**src/rtl/gcnt_param.sv**
```systemverilog
// Parametrised Gray-code counter with up/down, Gray load, clear, wrap/saturate
// modes, a registered binary shadow and a registered terminal-count flag.
module gcnt_param #(
  parameter int WIDTH     = 4,
  parameter bit SATURATE  = 1'b0,
  parameter int RESET_VAL = 0
) (
  input  logic             clk,
  input  logic             rst,
  input  logic             trig,
  input  logic             dir,
  input  logic             clr,
  input  logic             load,
  input  logic [WIDTH-1:0] load_gray,
  output logic [WIDTH-1:0] count_out,
  output logic [WIDTH-1:0] bin_out,
  output logic             tc
);

  localparam logic [WIDTH-1:0] RST_BIN  = WIDTH'(RESET_VAL);
  localparam logic [WIDTH-1:0] RST_GRAY = RST_BIN ^ (RST_BIN >> 1);

  logic [WIDTH-1:0] bin_reg, bin_next;
  logic [WIDTH-1:0] gray_reg, gray_next;
  logic             tc_reg, tc_next;
  logic [WIDTH-1:0] load_bin;
  logic             at_max, at_min;

  // Each binary bit is the XOR-reduction of the Gray bits at and above it.
  genvar gi;
  generate
    for (gi = 0; gi < WIDTH; gi++) begin : g_g2b
      assign load_bin[gi] = ^load_gray[WIDTH-1:gi];
    end
  endgenerate

  assign at_max = &bin_reg;
  assign at_min = ~|bin_reg;

  always_comb begin
    bin_next  = bin_reg;
    gray_next = gray_reg;
    tc_next   = 1'b0;
    if (clr) begin
      bin_next  = '0;
      gray_next = '0;
    end else if (load) begin
      bin_next  = load_bin;
      gray_next = load_gray;
    end else if (trig) begin
      if ((dir && at_max) || (!dir && at_min)) begin
        // End of range: saturate blocks the step, wrap mode flags the rollover.
        tc_next = 1'b1;
        if (!SATURATE) begin
          bin_next = dir ? '0 : '1;
        end
      end else begin
        bin_next = dir ? bin_reg + 1'b1 : bin_reg - 1'b1;
      end
      gray_next = bin_next ^ (bin_next >> 1);
    end
  end

  always_ff @(posedge clk or negedge rst) begin
    if (!rst) begin
      bin_reg  <= RST_BIN;
      gray_reg <= RST_GRAY;
      tc_reg   <= 1'b0;
    end else begin
      bin_reg  <= bin_next;
      gray_reg <= gray_next;
      tc_reg   <= tc_next;
    end
  end

  assign count_out = gray_reg;
  assign bin_out   = bin_reg;
  assign tc        = tc_reg;

endmodule

```
**config.mk**
```make
export PLATFORM = sky130hd
export DESIGN_NAME = gcnt_param
export DESIGN_NICKNAME = d
export VERILOG_FILES = /design/src/rtl/gcnt_param.sv
export SDC_FILE = /design/constraint.sdc
export NUM_CORES = 1
export LEC_CHECK = 0
export CAP_MARGIN = 20
export CORE_UTILIZATION = 47
export DETAILED_ROUTE_END_ITERATION = 10
export PLACE_DENSITY = 0.77
export SKIP_LAST_GASP = 1
export SYNTH_ARGS = -nofsm -noshare
export SYNTH_HDL_FRONTEND = slang
export SYNTH_SLANG_ARGS = --single-unit
```
**constraint.sdc**
```tcl
create_clock -name clk -period 5.4 [get_ports clk]
set_input_delay 1.08 -clock clk [delete_from_list [all_inputs] [get_ports clk]]
set_output_delay 1.08 -clock clk [all_outputs]
set_load 0.03 [all_outputs]
```
==> results of run 1 <==
## worst max-delay path: cells and delay by family
kind,cells,cell delay (ps)
fa+ha+maj,1,710
compound gates,3,590
buf+inv,1,570
simple gates,1,60
## how the worst max path moves through the flow
stage | from | endpoint | cells after the start
6_report | dir | bin_out[1] | 6
5_1_grt | dir | count_out[2] | 7
4_1_cts | dir | bin_out[1] | 6
3_5_place_dp | dir | count_out[1] | 7
3_3_place_gp | dir | bin_out[1] | 6
2_1_floorplan | dir | bin_out[1] | 5
## metrics by stage
stage,instances,instance area (µm²)
finish,104,873
CTS,104,873
global placement,101,851
global route,104,873
detailed placement,101,851
floorplan,71,668
## power by group through the flow
stage	registers (µW)	logic [µW]	clock network, µW
after floorplan	86.1	57.8	0
after CTS	75.3	102	49.2
final	75.5	102	47.4
after global placement	76.1	99.1	0
after detailed placement	76.3	101	0
after global routing	76.2	111	52.1
## cells by family after synthesis
group           after synthesis
simple gates                 23
compound gates               20
buf+inv                       9
flops                         8
xor+xnor                      7
fa+ha+maj                     3
mux                           1
## per-layer routing
layer  part of all wire [%]  GRT usage [%]  routed length [µm]
met5                      0              0                   0
met1                     46           30.0                 748
met3                    5.4           8.52                  87
met2                     48           41.8                 774
met4                      0           5.17                   0
## cells in the final DEF, fill, tap and decap left out, types with 2 or more instances in the layout
cell,Yosys,final
a21oi_1,6,6
a22oi_1,2,2
clkbuf_4,0,3
clkdlybuf4s50_1,0,18
dfrtp_1,8,8
ha_1,2,2
inv_1,4,4
inv_2,2,2
nand2b_1,2,2
nand3_1,3,3
nor2_1,7,7
o2bb2ai_1,2,2
or3_1,2,2
xnor2_1,6,6
## final cells by class
type / count / area [µm²] / area share, %
clock buffer: 3 / 22.5 / 2.58
timing repair buffer: 18 / 180 / 20.6
tap: 15 / 18.8 / 2.15
multi-input combinational: 54 / 429 / 49.1
sequential: 8 / 200 / 22.9
inverter: 6 / 22.5 / 2.58
==> impl_metrics.toml, run 1 <==
[status]
status = "finished clean"

[setup_path]
critPathSlowestCell = "fa_1"
setup.worst_path.class = "in2reg"
timing.rr.end = "bin_out[1]"
critPathRequiredTime_ps = 5530
r2r_slack_ps = 3320
worst-endpoint-arrival_ps = 3010
crit_fanout = 7
cp_slowest_stage_delay_ps = 710
critPathLaunchType = "primary input"
end_kind = "flip-flop"
path_cells = "clkdlybuf4s50_1, fa_1, o41ai_2, a211o_1, a22oi_1, nor2_1"
r2r_start = "bin_out[0]"
rr_worst_depth = 6

[synth]
synthMuxAreaShare_pct = 3.37
async_reset_ff_share_pct = 100
synth_simple_gate_area_share_pct = 21.7
syn_area_um2 = 668
synth_xor_area_share_pct = 9.18
synth_area_leaders = "dfrtp_1, xnor2_1, a21oi_1"
synth_top_area_share_pct = 30.0
synth_top_family_by_area = "compound AO/OA/AOI/OAI gates"
synth_nets = 84
ys.flop_type = "dfrtp_1"
ys_warn_count = 0
netlist_instances = 71
synth_top_cell_by_area = "dfrtp_1"
ys_types = 37
synth.most_common_cell = "dfrtp_1"
synth_compound_area_share_pct = 23.2
synth-seq-cells = 8
syn_avg_cell_area_um2 = 9.41
synth_fa_ha_area_share_pct = 6.74
synth-edff-count = 0
synth_seq_area_share_pct = 30.0
synthTopCellsByCount = "dfrtp_1, nor2_1, a21oi_1, xnor2_1, inv_1"

[power]
seq_power_share_pct = 33.6
pwr-share-clk_pct = 21.1
combinationalPowerShare_pct = 45.3
p_int_uw = 140
ir_worst_vdd_uv = 117
switchingPower_uw = 85.2
p_total_uw = 225
sw_frac_of_total_pct = 37.9
leakage_uw = 0.000350
p_per_area_nw_per_um2 = 257

[grt]
grt_pass1_wl_mm = 2.52
antenna_found_initial = 0
grt_pass1_vias = 562
grt_util_all_layers_pct = 24.9
grt_max_degree = 14
grt.overflow.total = 0

[route]
dr.pass1.iters = 4
ant_nets = 0
routed_wl_mm = 1.61
drc_errors = 0
avgRoutedWirePerCell_um = 15.5
dr_total_vias = 632
initialDrtViolationCount = 16
routed_via_density = 6.08

[floorplanning]
core_um2 = 1320
row_count = 13
die-width_um = 39.7
die_area_um2 = 1580
die_height_um = 39.7
initial_utilization_pct = 50.7
io_pins = 19

[cts]
cts_tree = "yes"
cts_buffers = 3
root_buffer = "clkbuf_4"
cts_sinks = 8
cts_setup_buffers = 0
cts_resized = 0
h-tree-depth = 1
clk_pin_slew_ps = 60
clock_path_buffers = 2
holdBufCountCts = 0
clk_latency_ps = 260

[finish]
final_util_pct = 66.3
nets = 104
largest_reg_flops = 4
drive_above_1_share_pct = 12.4
syn_to_final_growth_pct = 30.7
n_antenna_cell = 0
nFillCells = 118

[sta]
fin_tns_setup_ps = 0
rsz0062_at_grt = "no"
period_share_pct = 53.4
hold_viol = 0
relSlewSlack_pct = 69.9
skew_ps = 8.70
finalCriticalPeriod_ps = 2880
holdWs_ps = 704
fin_ws_ps = 2520
setup_viol = 0
worst_slew_pin_slew_ps = 450
fmax_mhz = 347
timing.final.max_slew_violations = 0

[run]
maxCapViolCount = 0

[hold_path]
worstHoldStart = "count_out[0]"
holdPathEnd = "count_out[0]"
min_path_cells = 4
worstHoldPathType = "reg2reg"

[placement]
portBuffers = 18
gp_congestion = 0.848
dpl.hpwl_mm = 1.22
pre_cts_ws_ps = 2270
No activity file was read; power rests on OpenSTA's default activity.
==> run 2, diff against run 1 <==
CORE_UTILIZATION = 46   (was 47)
PLACE_DENSITY = 0.76   (was 0.77)
clock period = 3 ns   (was 5.4 ns; I/O delays follow)
==> run 2 against run 1 <==
  * Count of clock-buffer cells in the layout unchanged
  * Critical path depth stayed put
  * Clock skew increased by 3.2 ps
  * Die area increased by 2.1%
  * Global-route usage is 3.0 points lower
  * Sequential power grew 80%
  * Combinational power grew 76%
  * Largest cell class unchanged
  * Register-to-register slack lost 2300 ps
  * Worst setup slack got worse by 1900 ps
==> impl_metrics.toml, run 2 (synthesis gave the netlist of run 1 again) <==
[grt]
grt_max_degree = 14
grt_pass1_wl_mm = 2.24
grt_pass1_vias = 518
grt_util_all_layers_pct = 21.8
antenna_found_initial = 0
grt.overflow.total = 0

[floorplanning]
row_count = 13
io_pins = 19
core_um2 = 1330
die_height_um = 40.1
die_area_um2 = 1610
initial_utilization_pct = 50.1
die-width_um = 40.1

[finish]
mostFrequentLayoutCell = "clkdlybuf4s50_1"
nFillCells = 114
seqCellArea_um2 = 200
n_antenna_cell = 0
syn_to_final_growth_pct = 30.7
stdcell_count = 104
layout_common_cells = "clkdlybuf4s50_1, dfrtp_1, nor2_1"
nets = 104
largest_reg_flops = 4
drive_above_1_share_pct = 12.4
multi_input_area_um2 = 429

[sta]
relSlewSlack_pct = 70.8
finalCriticalPeriod_ps = 2380
fmax_mhz = 421
rsz0062_at_grt = "no"
hold_viol = 0
worst_slew_pin_slew_ps = 437
skew_ps = 11.9
fin_ws_ps = 625
period_share_pct = 79.2
fin_tns_setup_ps = 0
setup_viol = 0
timing.final.max_slew_violations = 0

[route]
dr.pass1.iters = 4
avgRoutedWirePerCell_um = 14.1
ant_nets = 0
routed_via_density = 5.86
drc_errors = 0
routed_wl_mm = 1.47
dr_total_vias = 609
initialDrtViolationCount = 9

[status]
status = "finished clean"

[power]
p_per_area_nw_per_um2 = 457
p_total_uw = 399
ir_worst_vdd_uv = 358
leakage_uw = 0.000350

[cts]
cts_resized = 0
clk_latency_ps = 260
cts_setup_buffers = 0
cts_sinks = 8
clock_path_buffers = 2
clk_pin_slew_ps = 60
cts_tree = "yes"
cts_buffers = 3
h-tree-depth = 1
holdBufCountCts = 0
root_buffer = "clkbuf_4"

[setup_path]
worst-endpoint-arrival_ps = 2500
end_kind = "flip-flop"
critPathRequiredTime_ps = 3120
setup.worst_path.class = "in2reg"
critPathLaunchType = "primary input"
crit_fanout = 7

[placement]
gp_congestion = 0.805
dp_cells = 101
dpl.hpwl_mm = 1.08
portBuffers = 18
pre_cts_ws_ps = 355

[run]
maxCapViolCount = 0

[hold_path]
worstHoldPathType = "in2async"
run 2: cell counts in the layout (fill, tap and decap cells not counted):
Identical to the previous run, type by type.
run 2: final timing paths:
check	cells after the start	to	from	slack [ps]
worst max register to register	6	bin_out[1]	bin_out[0]	970
max in group asynchronous	1	tc	rst	2100
worst min register to register	4	count_out[0]	count_out[0]	660
worst max-delay path	6	bin_out[1]	dir	620
min in group clk	4	count_out[0]	count_out[0]	660
worst min-delay path	1	bin_out[2]	rst	620
run 2: where the power goes:
part / internal [µW] / switching [µW]
combinational: 86.5 / 93.7
clock: 45.8 / 37.2
sequential: 119 / 17.0
run 2: worst max-delay path: stages:
cell and delay, ps:
clkdlybuf4s50_1 560, fa_1 690, o41ai_2 110, a211o_1 300, a22oi_1 170, nor2_1 60
run 2: metrics by stage:
step                util [%]  cell area (µm²)  hold slack [ps]
global route            65.5              873              647
finish                  65.5              873              621
CTS                     65.5              873              625
floorplan                  -              668              304
detailed placement      63.8              851              655
global placement        63.8              851              629
run 2: per-layer routing:
metal	part of all wire [%]	vias to the layer above	global-route usage, %	routed length (µm)
met3	3.6	2	8.33	53
li1	-	302	-	-
met2	47	16	35.1	685
met5	0	-	0	0
met1	49	289	27.2	719
met4	0.41	0	5.17	6
run 2: layout make-up:
class	count	area share, %
Tap cell	15	2.15
Multi-Input combinational cell	54	49.1
Clock buffer	3	2.58
Inverter	6	2.58
Timing Repair Buffer	18	20.6
Sequential cell	8	22.9
==> run 3, diff against run 2 <==
CORE_ASPECT_RATIO = 1.25   (was not set)
CORE_UTILIZATION = 41   (was 46)
PLACE_DENSITY = 0.71   (was 0.76)
clock period = 1.95 ns   (was 3 ns; I/O delays follow)
==> run 3 against run 2 <==
  * Combinational power increased by 72%
  * Hold slack got worse by 200 ps
  * Via count increased by 5.7%
  * Largest cell class unchanged
  * Final cell count increased by 11%
  * Critical path depth decreased by 5
  * Worst setup slack got worse by 550 ps
  * Clock skew decreased by 5.3 ps
  * Total power increased by 65%
  * Sequential power increased by 49%
==> impl_metrics.toml, run 3 (synthesis gave the netlist of run 1 again) <==
[sta]
setup_viol = 0
rsz0062_at_grt = "no"
hold_viol = 0
skew_ps = 6.55
relSlewSlack_pct = 73.5
timing.final.max_slew_violations = 0
fmax_mhz = 533
period_share_pct = 96.1
worst_slew_pin_slew_ps = 397
finalCriticalPeriod_ps = 1870

[finish]
seqCellArea_um2 = 203
syn_to_final_growth_pct = 41.2
final_util_pct = 65.3
multi_input_area_um2 = 429
mostFrequentLayoutCell = "clkdlybuf4s50_1"
layout_common_cells = "clkdlybuf4s50_1, buf_4, nor2_1"
drive_above_1_share_pct = 21.4
nets = 112
n_antenna_cell = 0
nFillCells = 120
largest_reg_flops = 4

[run]
maxCapViolCount = 0

[setup_path]
cp_num_buf_inv = 1
r2r_start = "bin_out[1]"
critPathRequiredTime_ps = 1560
critPathSlowestCell = "clkdlybuf4s50_1"
cp_slowest_stage_delay_ps = 730
end_kind = "output port"
critPathLaunchType = "flip-flop"
setup.worst_path.class = "reg2out"
path_cells = "clkdlybuf4s50_1"
cp_top_family = "buffers and inverters"
crit_fanout = 8
critPathLaunch = "bin_out[3]"
worst-endpoint-arrival_ps = 1480

[grt]
grt_util_all_layers_pct = 19.9
antenna_found_initial = 0
grt_pass1_vias = 565
grt.overflow.total = 0
grt_max_degree = 10
grt_pass1_wl_mm = 2.46

[floorplanning]
initial_utilization_pct = 46.2
die_height_um = 47.1
row_count = 15
die-width_um = 38.1
die_area_um2 = 1800
core_um2 = 1450
io_pins = 19

[route]
avgRoutedWirePerCell_um = 13.2
dr.pass1.iters = 4
dr_total_vias = 644
routed_via_density = 5.60
routed_wl_mm = 1.51
drc_errors = 0
ant_nets = 0
initialDrtViolationCount = 14

[cts]
clock_path_buffers = 2
cts_buffers = 3
cts_tree = "yes"
h-tree-depth = 1
cts_sinks = 8
clk_latency_ps = 260
clk_pin_slew_ps = 60
root_buffer = "clkbuf_4"

[placement]
dpl.hpwl_mm = 1.16
gp_congestion = 0.866
portBuffers = 18

[status]
status = "finished clean"

[power]
p_per_area_nw_per_um2 = 697
p_total_uw = 657
ir_worst_vdd_uv = 372
leakage_uw = 0.000403

[hold_path]
worstHoldPathType = "in2async"
## run 3: what timing repair did
item                                    4_1_cts  5_1_grt
hold buffers                                  0        0
endpoints found under the setup margin        3        1
resized for setup                             1        1
pin swaps                                     0        0
setup buffers                                 0        0
## run 3: report_power, final
part           switching [µW]  leakage [µW]  internal (µW)
Combinational             154      0.000286            155
Clock                    65.9     0.0000150           78.8
Sequential               20.3      0.000102            183
## run 3: through the flow
| step | setup WS, ps | hold WS [ps] | setup TNS, ps | cell area [µm²] | std cells |
|---|---|---|---|---|---|
| 2_1_floorplan | 47.9 | 94.4 | 0 | 671 | 71 |
| 3_3_place_gp | -288 | 629 | -1320 | 916 | 111 |
| 3_5_place_dp | -301 | 645 | -1500 | 916 | 111 |
| 4_1_cts | 69.9 | 431 | 0 | 941 | 115 |
| 5_1_grt | 19.8 | 444 | 0 | 943 | 115 |
| 6_report | 75.1 | 417 | 0 | 943 | 115 |
## run 3: final timing paths
check | endpoint | slack, ps | depth (start not counted)
max | count_out[3] | 80 | 1
min | count_out[0] | 420 | 1
max reg2reg | bin_out[1] | 150 | 6
min reg2reg | count_out[0] | 650 | 4
max in group asynchronous | bin_out[0] | 1230 | 1
min in group clk | count_out[0] | 650 | 4
## run 3: area by class of cell
cell class              instances  share of cell area, %
flip-flops and latches          8                   21.5
clock buffers                   4                   2.79
multi-input cells              54                   45.5
well taps                      17                   2.25
repair buffers                 26                   25.6
inverters                       6                   2.39
## run 3: per-layer routing
metal	part of all wire [%]	track usage [%]	wire, µm
met1	48	28.5	724
met2	46	29.2	704
met3	4.0	1.42	61
met4	1.5	12.1	23
met5	0	0	0
